### src/rtl/ins_loader_if.sv
`timescale 1ns/1ps
`default_nettype none
// ============================================================================
//  Module      : ins_loader_if
//  Description : Bundle for the program loader. It carries the boot/debug byte
//                stream handshake, the instruction memory write port and the
//                CPU hold / status flags.
//  Revision    : 1.0 - initial release
//
//  Signals
//    Start      link -> loader  one-cycle pulse that begins a load
//    ByteIn     link -> loader  stream data byte
//    ByteValid  link -> loader  ByteIn valid
//    ByteReady  loader -> link  loader accepts a byte this cycle
//    WEn        loader -> imem  write enable, one pulse per word
//    WDir       loader -> imem  word-aligned byte address
//    WData      loader -> imem  instruction word
//    CpuHold    loader -> cpu   1 = CPU must stall
//    Done       loader -> link  image loaded (level)
//    Err        loader -> link  header rejected (level)
//
//  Modports
//    master : boot/debug link side (drives the stream, observes the rest)
//    slave  : the loader itself
// ============================================================================
interface ins_loader_if;
  logic        Start;
  logic [7:0]  ByteIn;
  logic        ByteValid;
  logic        ByteReady;
  logic        WEn;
  logic [31:0] WDir;
  logic [31:0] WData;
  logic        CpuHold;
  logic        Done;
  logic        Err;

  modport master (
    output Start, ByteIn, ByteValid,
    input  ByteReady, WEn, WDir, WData, CpuHold, Done, Err
  );

  modport slave (
    input  Start, ByteIn, ByteValid,
    output ByteReady, WEn, WDir, WData, CpuHold, Done, Err
  );
endinterface
`default_nettype wire

### src/rtl/ins_loader.sv
`timescale 1ns/1ps
`default_nettype none
// ============================================================================
//  Module      : ins_loader
//  Description : Loads a program image received as a byte stream into the
//                instruction memory. The image is a 2-byte big-endian word
//                count L followed by 4*L bytes; every 4 bytes form one
//                big-endian instruction word written at byte address 0,4,8...
//                The CPU is held until a complete image has been written.
//  Revision    : 1.0 - initial release
//
//  Ports
//    CLK   in   system clock, rising edge
//    RST   in   asynchronous active-low reset
//    bus   slave modport of ins_loader_if (stream in, imem write port out,
//          CpuHold / Done / Err status out)
//
//  Parameters
//    N_WORDS  instruction memory capacity in words (max image length)
//    CNT_W    width of the word counter
// ============================================================================
module ins_loader #(
  parameter int N_WORDS = 64,
  parameter int CNT_W   = 16
) (
  input  logic         CLK,
  input  logic         RST,
  ins_loader_if.slave  bus
);

  localparam logic [2:0] S_IDLE   = 3'd0;
  localparam logic [2:0] S_LEN_HI = 3'd1;
  localparam logic [2:0] S_LEN_LO = 3'd2;
  localparam logic [2:0] S_DATA   = 3'd3;
  localparam logic [2:0] S_WRITE  = 3'd4;
  localparam logic [2:0] S_DONE   = 3'd5;
  localparam logic [2:0] S_ERR    = 3'd6;

  localparam logic [31:0] c_MAX_LEN = 32'(N_WORDS);

  logic [2:0]       r_state;
  logic [7:0]       r_len_hi;
  logic [CNT_W-1:0] r_len;
  logic [CNT_W-1:0] r_word_idx;
  logic [1:0]       r_byte_idx;
  logic [23:0]      r_asm;       // first three bytes of the word in progress
  logic [31:0]      r_wdir;
  logic [31:0]      r_wdata;

  logic             w_ready;
  logic             w_xfer;
  logic [15:0]      w_len_hdr;
  logic             w_len_bad;
  logic [CNT_W-1:0] w_word_next;
  logic [CNT_W-1:0] w_wdir_cnt;

  assign w_ready     = (r_state == S_LEN_HI) || (r_state == S_LEN_LO) ||
                       (r_state == S_DATA);
  assign w_xfer      = w_ready && bus.ByteValid;
  assign w_len_hdr   = {r_len_hi, bus.ByteIn};
  assign w_len_bad   = (w_len_hdr == 16'd0) || ({16'd0, w_len_hdr} > c_MAX_LEN);
  assign w_word_next = r_word_idx + CNT_W'(1);
  // Address is formed at counter width and zero-extended; the header check
  // keeps word_idx small enough that the shift never wraps.
  assign w_wdir_cnt  = r_word_idx << 2;

  always_ff @(posedge CLK or negedge RST) begin
    if (!RST) begin
      r_state    <= S_IDLE;
      r_len_hi   <= 8'd0;
      r_len      <= '0;
      r_word_idx <= '0;
      r_byte_idx <= 2'd0;
      r_asm      <= 24'd0;
      r_wdir     <= 32'd0;
      r_wdata    <= 32'd0;
    end else begin
      case (r_state)
        S_IDLE, S_DONE, S_ERR: begin
          if (bus.Start) begin
            r_state    <= S_LEN_HI;
            r_word_idx <= '0;
            r_byte_idx <= 2'd0;
          end
        end

        S_LEN_HI: begin
          if (w_xfer) begin
            r_len_hi <= bus.ByteIn;
            r_state  <= S_LEN_LO;
          end
        end

        S_LEN_LO: begin
          if (w_xfer) begin
            r_len   <= CNT_W'(w_len_hdr);
            r_state <= w_len_bad ? S_ERR : S_DATA;
          end
        end

        S_DATA: begin
          if (w_xfer) begin
            r_asm      <= {r_asm[15:0], bus.ByteIn};
            r_byte_idx <= r_byte_idx + 2'd1;
            if (r_byte_idx == 2'd3) begin
              // Capture address and data now so they are stable throughout
              // the WRITE cycle and hold afterwards.
              r_wdata <= {r_asm, bus.ByteIn};
              r_wdir  <= 32'(w_wdir_cnt);
              r_state <= S_WRITE;
            end
          end
        end

        S_WRITE: begin
          r_word_idx <= w_word_next;
          r_byte_idx <= 2'd0;
          r_state    <= (w_word_next == r_len) ? S_DONE : S_DATA;
        end

        default: begin
          r_state <= S_IDLE;
        end
      endcase
    end
  end

  assign bus.ByteReady = w_ready;
  assign bus.WEn       = (r_state == S_WRITE);
  assign bus.WDir      = r_wdir;
  assign bus.WData     = r_wdata;
  assign bus.CpuHold   = (r_state != S_DONE);
  assign bus.Done      = (r_state == S_DONE);
  assign bus.Err       = (r_state == S_ERR);

endmodule
`default_nettype wire

### src/flat_wrapper.sv
// flat-port wrapper written by rule: the top's interface ports become plain ports
module ins_loader_flat 
#(
  parameter int N_WORDS = 64,
  parameter int CNT_W   = 16
)
  (CLK, RST, bus_Start, bus_ByteIn, bus_ByteValid, bus_ByteReady, bus_WEn, bus_WDir, bus_WData, bus_CpuHold, bus_Done, bus_Err);
  ins_loader_if bus_i ();
  input  logic CLK;
  input  logic RST;
  input wire logic [$bits(bus_i.Start)-1:0] bus_Start;
  input wire logic [$bits(bus_i.ByteIn)-1:0] bus_ByteIn;
  input wire logic [$bits(bus_i.ByteValid)-1:0] bus_ByteValid;
  output wire logic [$bits(bus_i.ByteReady)-1:0] bus_ByteReady;
  output wire logic [$bits(bus_i.WEn)-1:0] bus_WEn;
  output wire logic [$bits(bus_i.WDir)-1:0] bus_WDir;
  output wire logic [$bits(bus_i.WData)-1:0] bus_WData;
  output wire logic [$bits(bus_i.CpuHold)-1:0] bus_CpuHold;
  output wire logic [$bits(bus_i.Done)-1:0] bus_Done;
  output wire logic [$bits(bus_i.Err)-1:0] bus_Err;
  assign bus_i.Start = bus_Start;
  assign bus_i.ByteIn = bus_ByteIn;
  assign bus_i.ByteValid = bus_ByteValid;
  assign bus_ByteReady = bus_i.ByteReady;
  assign bus_WEn = bus_i.WEn;
  assign bus_WDir = bus_i.WDir;
  assign bus_WData = bus_i.WData;
  assign bus_CpuHold = bus_i.CpuHold;
  assign bus_Done = bus_i.Done;
  assign bus_Err = bus_i.Err;
  ins_loader #(.N_WORDS(N_WORDS), .CNT_W(CNT_W)) u_core (.CLK(CLK), .RST(RST), .bus(bus_i));
endmodule
### config.mk
export PLATFORM = sky130hd
export DESIGN_NAME = ins_loader_flat
export DESIGN_NICKNAME = d
export VERILOG_FILES = /design/src/rtl/ins_loader_if.sv /design/src/rtl/ins_loader.sv /design/src/flat_wrapper.sv
export SDC_FILE = /design/constraint.sdc
export NUM_CORES = 1
export LEC_CHECK = 0
export ABC_AREA = 1
export CORE_MARGIN = 4
export CORE_UTILIZATION = 39
export DETAILED_ROUTE_END_ITERATION = 16
export PLACE_DENSITY = 0.71
export SETUP_SLACK_MARGIN = 0.1
export SYNTH_ARGS = -nofsm -noshare
export SYNTH_HDL_FRONTEND = slang
export SYNTH_SLANG_ARGS = --single-unit
### constraint.sdc
create_clock -name CLK -period 1.9 [get_ports CLK]
set_clock_uncertainty 0.2 [all_clocks]
set_input_delay 0.19 -clock CLK [delete_from_list [all_inputs] [get_ports CLK]]
set_output_delay 0.19 -clock CLK [all_outputs]
set_load 0.005 [all_outputs]
Word level (Yosys, flattened, before mapping)
Cells that the tools add are included.
{ "op_classes": {"n_eq_ne": 14, "n_reduce_logical": 16, "magnitude_cmp": 1, "mux": 13, "add_sub_neg": 2} }
{ "op_table": {"columns": ["cell", "count"], "rows": [
  ["one-hot mux 16 bit (2 select lines)", 1],
  ["two-way mux 3 bit", 7],
  ["adder 16 x 1 -> 16 bit (second input constant)", 1],
  ["== test 16 bit", 1],
  ["greater-than comparator 16 x 7 -> 1 bit (second input constant)", 1],
  ["logical NOT 16 bit", 1],
  ["two-way mux 16 bit", 1],
  ["one-hot mux 3 bit (5 select lines)", 1],
  ["== test 3 bit (second input constant)", 3],
  ["AND reduction 2 bit", 4],
  ["== test 3 x 2 -> 1 bit (second input constant)", 2],
  ["inequality test 2 x 1 -> 1 bit (second input constant)", 3],
  ["one-hot mux 2 bit (3 select lines)", 1],
  ["AND reduction 3 bit", 2],
  ["AND reduction 5 bit", 1],
  ["two-way mux 2 bit", 2],
  ["inequality test 2 bit (second input constant)", 2],
  ["== test 3 x 1 -> 1 bit (second input constant)", 1],
  ["logical NOT 3 bit", 1],
  ["logical OR 1 bit", 3],
  ["inequality test 3 bit (second input constant)", 1],
  ["nonzero test 3 bit", 1],
  ["OR reduction 3 bit", 1],
  ["adder 2 x 1 -> 2 bit (second input constant)", 1],
  ["other kinds (3)", 3]
]} }
{ "totals": {"out_inout_bits": 69, "word_cells": 54, "register_bits": 115} }

Logic depth before layout (Yosys ltp)
Gate-level depths: netlist of the first run.
{ "logic_depth": {"depth_word": 6, "mapped_depth": 16, "depth_no_buf": 16} }

Worst setup path after synthesis of the first run
OpenSTA, ideal clock, no wires.
{ "synth_path": {"path_kind": "reg-to-reg", "from": "reg u_core.r_word_idx[0]", "to": "reg u_core.r_state[1]", "t_required_ps": 1584, "path_stages_with_launch": 16, "path_buffers": 0, "path_slack_ps": -8, "arrival_time_ps": 1591, "synth_period_minus_slack_ps": 1908, "path_cell_list": "dfrtp_1 ha_1 nand3_1 inv_2 nand2_1 nand2_1 nand2_1 nand3_1 nor2_1 nand2_1 nor2_2 nand3_1 nand2_1 nand2_1 nand2_1 nand2_1"} }
{ "synth_via": {"elab_chain_cells": 4} }
{ "synth_rtl": {"columns": ["element", "line", "text"], "rows": [
  ["start, declared", "ins_loader.sv:44", "logic [CNT_W-1:0] r_word_idx;"],
  ["start signal, assigned", "ins_loader.sv:116", "r_word_idx <= w_word_next;"],
  ["adder 16 x 1 -> 16 bit", "ins_loader.sv:62", "assign w_word_next = r_word_idx + CNT_W'(1);"],
  ["== test 16 bit", "ins_loader.sv:118", "r_state <= (w_word_next == r_len) ? S_DONE : S_DATA;"],
  ["two-way mux 3 bit", "ins_loader.sv:118", null],
  ["one-hot mux 3 bit (5 select lines)", "ins_loader.sv:78", "case (r_state)"],
  ["end signal, assigned", "ins_loader.sv:97", "r_state <= w_len_bad ? S_ERR : S_DATA;"],
  ["end signal, assigned", "ins_loader.sv:118", null],
  ["end, declared", "ins_loader.sv:41", "logic [2:0] r_state;"]
]} }
Every way passes these cells.
A chain may end at the register's enable or synchronous reset.

Worst setup path after layout of the first run
{ "layout_path": {"from": "reg u_core.r_word_idx[4]", "to": "reg u_core.r_state[1]"} }
The elaborated chain is that of the path after synthesis.

==> results.cfg, run 1 <==
[global_route]
grt_pass1_vias = 4280
grt_max_degree = 93
grt_usage = 0.171
overflow = 0
grt_pass1_wl_mm = 21.6
antenna_found_initial = 0

[clock_tree]
cts_buffers = 17
clk_latency_ps = 420
clock_sinks = 115
clk_pin_slew_ps = 60
cts_tree = done
cts-root-buf = clkbuf_16
cts_max_path_buffers = 2
cts_max_level = 4

[yosys]
ys_warn_count = 0
syn_area_sq_um = 5400
yosys_most_used_dff = dfrtp_1
synth-seq-cells = 115
synth_edf_count = 0
netlist-cell-type-count = 31
synth.avg_cell_area_sq_um = 8.31
async_flop_share = 1.00
syn_inst = 650
ys_seq_area_frac = 0.533

[placed_design]
portBuffers = 62
dp_hpwl_mm = 8.75
finalWeightedCongestion = 0.848
place_area_sq_um = 6440
pre_cts_ws_ps = -90.8
dp.cells = 900

[floorplanning]
start_util = 0.403
die_h_um = 126
fp.dieW_um = 126
fp-row-count = 42
die-area_sq_um = 15800
core_sq_um = 13400
ioPinCount = 81

[layout]
mostFrequentLayoutCell = nand2_1
layout-drive-gt1-share = 0.374
final_cell_area_sq_um = 8410
area_growth_pct = 55.7
final_nets = 808
final_cell_mix = nand2_1, dfrtp_1, inv_1, clkdlybuf4s50_1, nand2_2
antenna_cells = 0
stdcell_count = 983

[route]
via_per_inst = 5.22
first_pass_iters = 5
drt-total-wl_mm = 18.2
drt-wirelength-per-cell_um = 18.5
antenna_left = 0
vias = 5132
drtIter0Drc = 566
drcViolationCount = 0

[critical_path]
crit_fanout = 7
startpoint_type = flop
endpoint_kind = flop
required_ps = 2010
cp_data_arrival_time_ps = 2250
crit_type = flop to flop

[run]
drv_cap = 0

[timing]
setup_viol = 40
min_period_over_period = 1.13
max_freq_mhz = 467
finalHoldViolCount = 0
maxSlewViolCount = 0
rsz0062_at_grt = yes
slew-limit-headroom = 0.535
tightest_slew_ps = 695
period_needed_ps = 2140
whs_ps = 101
finalWorstSetupSlack_ps = -242

[power]
seqPwrFrac = 0.341
p_int_mw = 6.64
p_leak_nw = 3.83
p_clk_frac = 0.300
fin_total_pwr_mw = 10.4
swShare = 0.362
peakVddDrop_mv = 0.825
p_sw_mw = 3.78
p_per_area_nw_per_um2 = 1240
power_frac_comb = 0.359

[worst_hold_path]
hold_class = input port to asynchronous set/reset pin

[outcome]
violations = setup timing
status = finished with violations
-- cells in the mapped netlist, types with 2 or more instances --
library cell,instances,area [sq um]
a21oi_1,2,10.0
buf_2,3,15.0
buf_4,18,135
clkbuf_1,16,60.1
dfrtp_1,115,2880
ha_1,2,25.0
inv_1,78,293
inv_2,9,33.8
nand2_1,189,709
nand2_2,7,43.8
nand3_1,38,190
nand3b_1,5,37.5
nand4_1,11,68.8
nor2_1,20,75.1
nor2_2,7,43.8
nor2_4,4,45.0
o21ai_0,102,510
o21ai_1,6,30.0
o22ai_2,6,75.1
-- routing by layer --
layer,share of wire,wire length (um),vias to the layer above,track usage
li1,-,-,2342,-
met1,0.41,7430,2482,0.241
met2,0.48,8680,260,0.261
met3,0.079,1430,48,0.0381
met4,0.034,615,0,0.0612
met5,0,0,-,0
-- sequential cells by signal, indices dropped and copies added, names as in the netlist --
name and flops:
u_core.r_asm 24, u_core.bus.WDir 14, u_core.r_len 16, u_core.r_word_idx 16, u_core.r_len_hi 8, u_core.r_state 3
u_core.bus.WData 32, u_core.r_byte_idx 2
-- logic make-up after synthesis --
| kind of cell | count (synthesis) | synth area share |
|---|---|---|
| buf+inv | 126 | 0.102 |
| fa+ha+maj | 2 | 0.00463 |
| simple gates | 284 | 0.232 |
| other cells | 1 | 0.000694 |
| xor+xnor | 2 | 0.00579 |
| flops | 115 | 0.533 |
| compound gates | 120 | 0.122 |
-- worst paths after layout --
check                           depth (start not counted)                                to                             start  slack [ps]
worst max register to register                         13     u_core.r_state[1]$_DFFE_PN0P_  u_core.r_word_idx[4]$_DFFE_PN0P_        -240
min in group CLK                                        3       u_core.r_asm[3]$_DFFE_PN0P_                     bus_ByteIn[3]         190
max in group asynchronous                               3   u_core.bus.WData[9]$_DFFE_PN0P_                               RST         280
worst max-delay path                                   13     u_core.r_state[1]$_DFFE_PN0P_  u_core.r_word_idx[4]$_DFFE_PN0P_        -240
worst min register to register                          1  u_core.r_byte_idx[0]$_DFFE_PN0P_  u_core.r_byte_idx[0]$_DFFE_PN0P_         280
worst min-delay path                                    3  u_core.bus.WData[14]$_DFFE_PN0P_                               RST         100
-- worst max-delay path: stages, from the launching register on --
cell and delay [ps]:
dfrtp_1 470, nand2_2 160, nor2_4 200, nand3_1 130, nand2_1 130, nand3_1 100
nand2_1 110, nand2_1 80, nor2_2 150, nand3_1 80, nand2_1 60, nand2_1 50
nand2_1 60, nand2_2 50
-- through the flow --
stage	util	TNS, ps
2_1_floorplan	-	0
5_1_grt	0.627	-5190
3_5_place_dp	0.481	-118
4_1_cts	0.539	-113
6_report	0.627	-1430
3_3_place_gp	0.481	-44.9
-- repair_timing --
| item | CTS | global route |
|---|---|---|
| pin swaps | 14 | 28 |
| hold buffers | 2 | 0 |
| endpoints found under the setup margin | 14 | 112 |
| buffers inserted | 14 | 11 |
| hold endpoints to repair | 115 | 0 |
| gates cloned | 0 | 25 |
| resized for setup | 44 | 280 |
-- cell type report --
class / count / area (sq um)
clock inverter: 13 / 124
timing repair buffer: 146 / 1680
sequential: 115 / 2880
inverter: 87 / 342
tap: 176 / 220
timing repair inverter: 1 / 11.3
multi-input combinational: 426 / 2690
fill: 995 / 4990
clock buffer: 19 / 453
-- power groups by stage --
| stage | registers, mW | clock network [mW] | logic [mW] |
|---|---|---|---|
| after floorplan | 3.33 | 0 | 1.45 |
| after detailed placement | 3.44 | 0 | 2.19 |
| final | 3.55 | 3.13 | 3.74 |
| after CTS | 3.42 | 3.12 | 2.54 |
| after global placement | 3.43 | 0 | 2.13 |
| after global routing | 3.61 | 3.26 | 4.05 |
No activity file was read; power rests on OpenSTA's default activity.
==> run 2: changes to the inputs <==
--- a/config.mk
+++ b/config.mk
@@ -9,7 +9,7 @@
 export CORE_MARGIN = 4
 export CORE_UTILIZATION = 39
 export DETAILED_ROUTE_END_ITERATION = 16
-export PLACE_DENSITY = 0.71
+export PLACE_DENSITY = 0.61
 export SETUP_SLACK_MARGIN = 0.1
 export SYNTH_ARGS = -nofsm -noshare
 export SYNTH_HDL_FRONTEND = slang
==> results.cfg, run 2 (same netlist as run 1, synthesis figures left out) <==
[outcome]
status = finished with violations
violations = setup timing

[clock_tree]
cts_tree = done
clk_pin_slew_ps = 60
cts_max_path_buffers = 2
cts-root-buf = clkbuf_16
cts_max_level = 4
cts_buffers = 17
clk_latency_ps = 420
clock_sinks = 115

[layout]
multiInputGateArea_sq_um = 2150
final_nets = 778
final_cell_area_sq_um = 7350
area_growth_pct = 36.0
mostFrequentLayoutCell = nand2_1
antenna_cells = 0
final_cell_mix = nand2_1, dfrtp_1, o21ai_0, inv_1, clkdlybuf4s50_1
register_area_sq_um = 2880
layout-drive-gt1-share = 0.201
fillers = 1250
largest_reg_flops = 32

[global_route]
antenna_found_initial = 0
grt_max_degree = 65
grt_usage = 0.178
overflow = 0
grt_pass1_wl_mm = 22.7
grt_pass1_vias = 4578

[power]
peakVddDrop_mv = 0.603
p_per_area_nw_per_um2 = 1310
p_leak_nw = 3.40
fin_total_pwr_mw = 9.61

[floorplanning]
core_sq_um = 13400
start_util = 0.403
fp.dieW_um = 126
fp-row-count = 42
die_h_um = 126
die-area_sq_um = 15800
ioPinCount = 81

[route]
drt-wirelength-per-cell_um = 14.0
drtIter0Drc = 326
via_per_inst = 4.80
antenna_left = 0
vias = 4576
drt-total-wl_mm = 13.3
drcViolationCount = 0
first_pass_iters = 5

[critical_path]
endpoint_kind = flop
crit_fanout = 4
slowest_stage = dfrtp_2
crit_type = flop to flop
worstReg2RegEnd = u_core.r_state[1]$_DFFE_PN0P_
reg2regPathDepth = 13
crit_path_frequent_cell = nand2_1
path_buf_inv = 0
path_cells = ha_4, xnor2_2, nand2_1, nor2_1, nand3_1, nor2_1, nand2_1, nor2_2, nand3_1, nand2_1, nand2_1, nand2_1, nand2_1
cp_data_arrival_time_ps = 2100
crit_start = u_core.r_word_idx[0]$_DFFE_PN0P_
max_stage_delay_ps = 450
startpoint_type = flop
crit_family = simple AND/OR/NAND/NOR gates
required_ps = 2010
rrSetupSlack_ps = -100
r2r-start = u_core.r_word_idx[0]$_DFFE_PN0P_

[placed_design]
place_area_sq_um = 6510
dp_hpwl_mm = 9.52
finalWeightedCongestion = 0.882
portBuffers = 62

[run]
drv_cap = 0

[timing]
period_needed_ps = 2000
max_freq_mhz = 500
setup_viol = 2
rsz0062_at_grt = yes
whs_ps = 37.5
finalHoldViolCount = 0
maxSlewViolCount = 0
min_period_over_period = 1.05
finalWorstSetupSlack_ps = -98.2

[worst_hold_path]
hold_class = input port to asynchronous set/reset pin
run 2: changes by cell type in the layout (fill, tap and decap cells not counted), moves of 12 or more:
| cell | previous run | this run |
|---|---|---|
| o21ai_1 | 48 | 9 |
| nand2_1 | 117 | 189 |
| o21ai_0 | 15 | 95 |
| o21ai_2 | 44 | 5 |
| buf_6 | 16 | 4 |
| clkbuf_16 | 30 | 17 |
| nand2_2 | 52 | 6 |
| nand2_4 | 27 | 1 |
run 2: stage by stage:
stage,worst slack (ps),setup TNS [ps],std cells,utilization
after floorplan,100,0,667,-
after global placement,-66.7,-90.8,910,0.486
after detailed placement,-103,-141,910,0.486
after CTS,-85.8,-168,950,0.543
after global routing,-262,-1830,953,0.548
final,-98.2,-122,953,0.548
run 2: worst max-delay path by stage:
stage / endpoint / slack (ps) / depth (start not counted)
final: u_core.r_state[1]$_DFFE_PN0P_ / -100 / 13
after detailed placement: u_core.r_state[1]$_DFFE_PN0P_ / -100 / 14
after CTS: u_core.r_state[1]$_DFFE_PN0P_ / -90 / 13
after floorplan: u_core.r_state[1]$_DFFE_PN0P_ / 100 / 13
after global routing: u_core.r_state[1]$_DFFE_PN0P_ / -260 / 13
after global placement: u_core.r_state[1]$_DFFE_PN0P_ / -70 / 13
run 2: layout make-up:
class	instances	share of cell area
clock buffer	18	0.0598
clock inverter	14	0.0303
inverter	87	0.0451
multi-input combinational	426	0.292
sequential	115	0.393
tap	176	0.0300
timing repair buffer	117	0.150
run 2: routing by layer:
layer	share of wire	global-route usage	routed length [um]	vias to the layer above
li1	-	-	-	2273
met1	0.47	0.247	6340	2130
met2	0.44	0.266	5940	145
met3	0.061	0.0457	816	28
met4	0.019	0.0765	258	0
met5	0	0	0	-
run 2: what timing repair did:
| action | in CTS | in global routing |
|---|---|---|
| setup endpoints to repair | 13 | 42 |
| buffers inserted | 7 | 3 |
| pin swaps | 6 | 3 |
| resized for setup | 27 | 29 |
| hold buffers | 1 | 0 |
| hold endpoints to repair | 115 | 0 |
run 2: power by group:
group | leakage, nW | internal [mW] | switching, mW
Sequential | 1.52 | 3.03 | 0.429
Clock | 0.318 | 2.38 | 1.19
Combinational | 1.56 | 1.14 | 1.45
==> run 3: changes to the inputs <==
==> constraint.sdc (replaced) <==
create_clock -name CLK -period 1.7 [get_ports CLK]
set_clock_uncertainty 0.2 [all_clocks]
set_input_delay 0.17 -clock CLK [delete_from_list [all_inputs] [get_ports CLK]]
set_output_delay 0.17 -clock CLK [all_outputs]
set_load 0.005 [all_outputs]
==> results.cfg, run 3 (same netlist as run 1, synthesis figures left out) <==
[clock_tree]
cts_max_level = 4
cts-root-buf = clkbuf_16
clk_latency_ps = 430
clk_pin_slew_ps = 60
clock_sinks = 115
cts_buffers = 17
cts_max_path_buffers = 2
cts_tree = done

[route]
drt-total-wl_mm = 21.1
route.met3.wl_mm = 1.55
wl_met1_mm = 8.05
drtIter0Drc = 566
via_per_inst = 5.37
first_pass_iters = 5
drcViolationCount = 0
drt-wirelength-per-cell_um = 20.1
route.met2.wl_mm = 10.3
antenna_left = 0
vias = 5639
routed.top_layer = met4

[layout]
final_cell_mix = dfrtp_1, nand2_1, buf_4, o21ai_2, inv_1
final_nets = 876
mostFrequentLayoutCell = dfrtp_1
fillers = 873
multiInputGateArea_sq_um = 3080
layout-drive-gt1-share = 0.499
largest_reg_flops = 32
antenna_cells = 0
register_area_sq_um = 2890
area_growth_pct = 75.9

[power]
p_int_mw = 8.39
p_per_area_nw_per_um2 = 1380
peakVddDrop_mv = 0.770
p_sw_mw = 4.68
p_clk_frac = 0.300
swShare = 0.358
fin_total_pwr_mw = 13.1
p_leak_nw = 4.66
power_frac_comb = 0.388
seqPwrFrac = 0.312

[floorplanning]
die-area_sq_um = 15800
ioPinCount = 81
core_sq_um = 13400
start_util = 0.403
die_h_um = 126
fp.dieW_um = 126
fp-row-count = 42

[critical_path]
rrSetupSlack_ps = -400
startpoint_type = flop
reg2regPathDepth = 14
cp_data_arrival_time_ps = 2220
crit_start = u_core.r_word_idx[0]$_DFFE_PN0P_
r2r-start = u_core.r_word_idx[0]$_DFFE_PN0P_
cp-endpoint = u_core.r_state[1]$_DFFE_PN0P_
crit_fanout = 8
worstReg2RegEnd = u_core.r_state[1]$_DFFE_PN0P_
crit_type = flop to flop
endpoint_kind = flop
required_ps = 1820

[placed_design]
dp_hpwl_mm = 9.84
portBuffers = 62
pre_cts_ws_ps = -307
finalWeightedCongestion = 0.864

[worst_hold_path]
hold_class = input port to asynchronous set/reset pin

[timing]
min_period_over_period = 1.24
setup_tns_ps = -11840
finalWorstSetupSlack_ps = -401
period_needed_ps = 2100
setup_viol = 105
max_freq_mhz = 476
finalHoldViolCount = 0
maxSlewViolCount = 0
rsz0062_at_grt = yes
whs_ps = 88.9

[global_route]
grt_max_degree = 48
grt_pass1_vias = 5696
grt_pass1_wl_mm = 30.9
antenna_found_initial = 0
grt_usage = 0.253
overflow = 0

[run]
drv_cap = 0

[outcome]
status = finished with violations
violations = setup timing
[run 3: changes by cell type in the layout (fill, tap and decap cells not counted), moves of 46 or more]
cell,previous run,this run
buf_4,45,94
dlygate4sd2_1,0,46
o21ai_2,5,79
o21ai_0,95,9
nand2_4,1,59
nand2_1,189,94
clkdlybuf4s50_1,56,10
[run 3: routing by layer]
metal | vias up | GRT usage
met3 | 94 | 0.0588
met2 | 286 | 0.418
li1 | 2487 | -
met5 | - | 0
met4 | 0 | 0.136
met1 | 2772 | 0.308
[run 3: how the worst min path moves through the flow]
stage / cells past startpoint / slack (ps) / startpoint / to
CTS: 3 / 100 / RST / u_core.bus.WData[27]$_DFFE_PN0P_
global route: 3 / 130 / RST / u_core.bus.WData[17]$_DFFE_PN0P_
finish: 3 / 90 / RST / u_core.bus.WData[27]$_DFFE_PN0P_
detailed placement: 2 / -10 / RST / u_core.bus.WData[27]$_DFFE_PN0P_
floorplan: 0 / -330 / RST / u_core.bus.WData[0]$_DFFE_PN0P_
global placement: 2 / -6 / RST / u_core.bus.WData[27]$_DFFE_PN0P_
[run 3: area by class of cell]
type,count,share of cell area
clock buffers,20,0.0491
multi-input cells,426,0.324
well taps,176,0.0232
clock inverters,11,0.0183
repair buffers,215,0.245
flip-flops and latches,115,0.304
inverters,87,0.0362
[run 3: metrics by stage]
step | instances | area (sq um) | utilization
4_1_cts | 1047 | 8970 | 0.670
2_1_floorplan | 667 | 5510 | -
5_1_grt | 1050 | 9500 | 0.709
3_3_place_gp | 945 | 6790 | 0.507
3_5_place_dp | 945 | 6790 | 0.507
6_report | 1050 | 9500 | 0.709
[run 3: worst max-delay path, stage by stage, from the launching register on]
cell and delay (ps):
dfrtp_2 430, ha_4 190, nand3_4 110, inv_6 110
nand4_1 140, nand2_1 150, nand2_1 90, nand2_1 110
nand2_1 80, nor2_2 90, nand3_1 80, nand2_1 60
nand2_1 40, nand2_1 50, nand2_1 50
[run 3: power by group through the flow]
stage / Sequential [mW] / Clock [mW] / Combinational (mW)
final: 4.08 / 3.92 / 5.07
after global routing: 4.11 / 4.07 / 5.40
after CTS: 3.93 / 3.92 / 4.35
after detailed placement: 3.88 / 0 / 2.79
after global placement: 3.85 / 0 / 2.70
after floorplan: 3.73 / 0 / 1.64
[run 3: timing repair]
| action | in CTS | in global routing |
|---|---|---|
| setup endpoints to repair | 158 | 112 |
| buffers inserted | 53 | 13 |
| hold buffers | 1 | 0 |
| pin swaps | 27 | 22 |
| hold endpoints to repair | 115 | 0 |
| resized for setup | 362 | 159 |
| gates cloned | 20 | 3 |
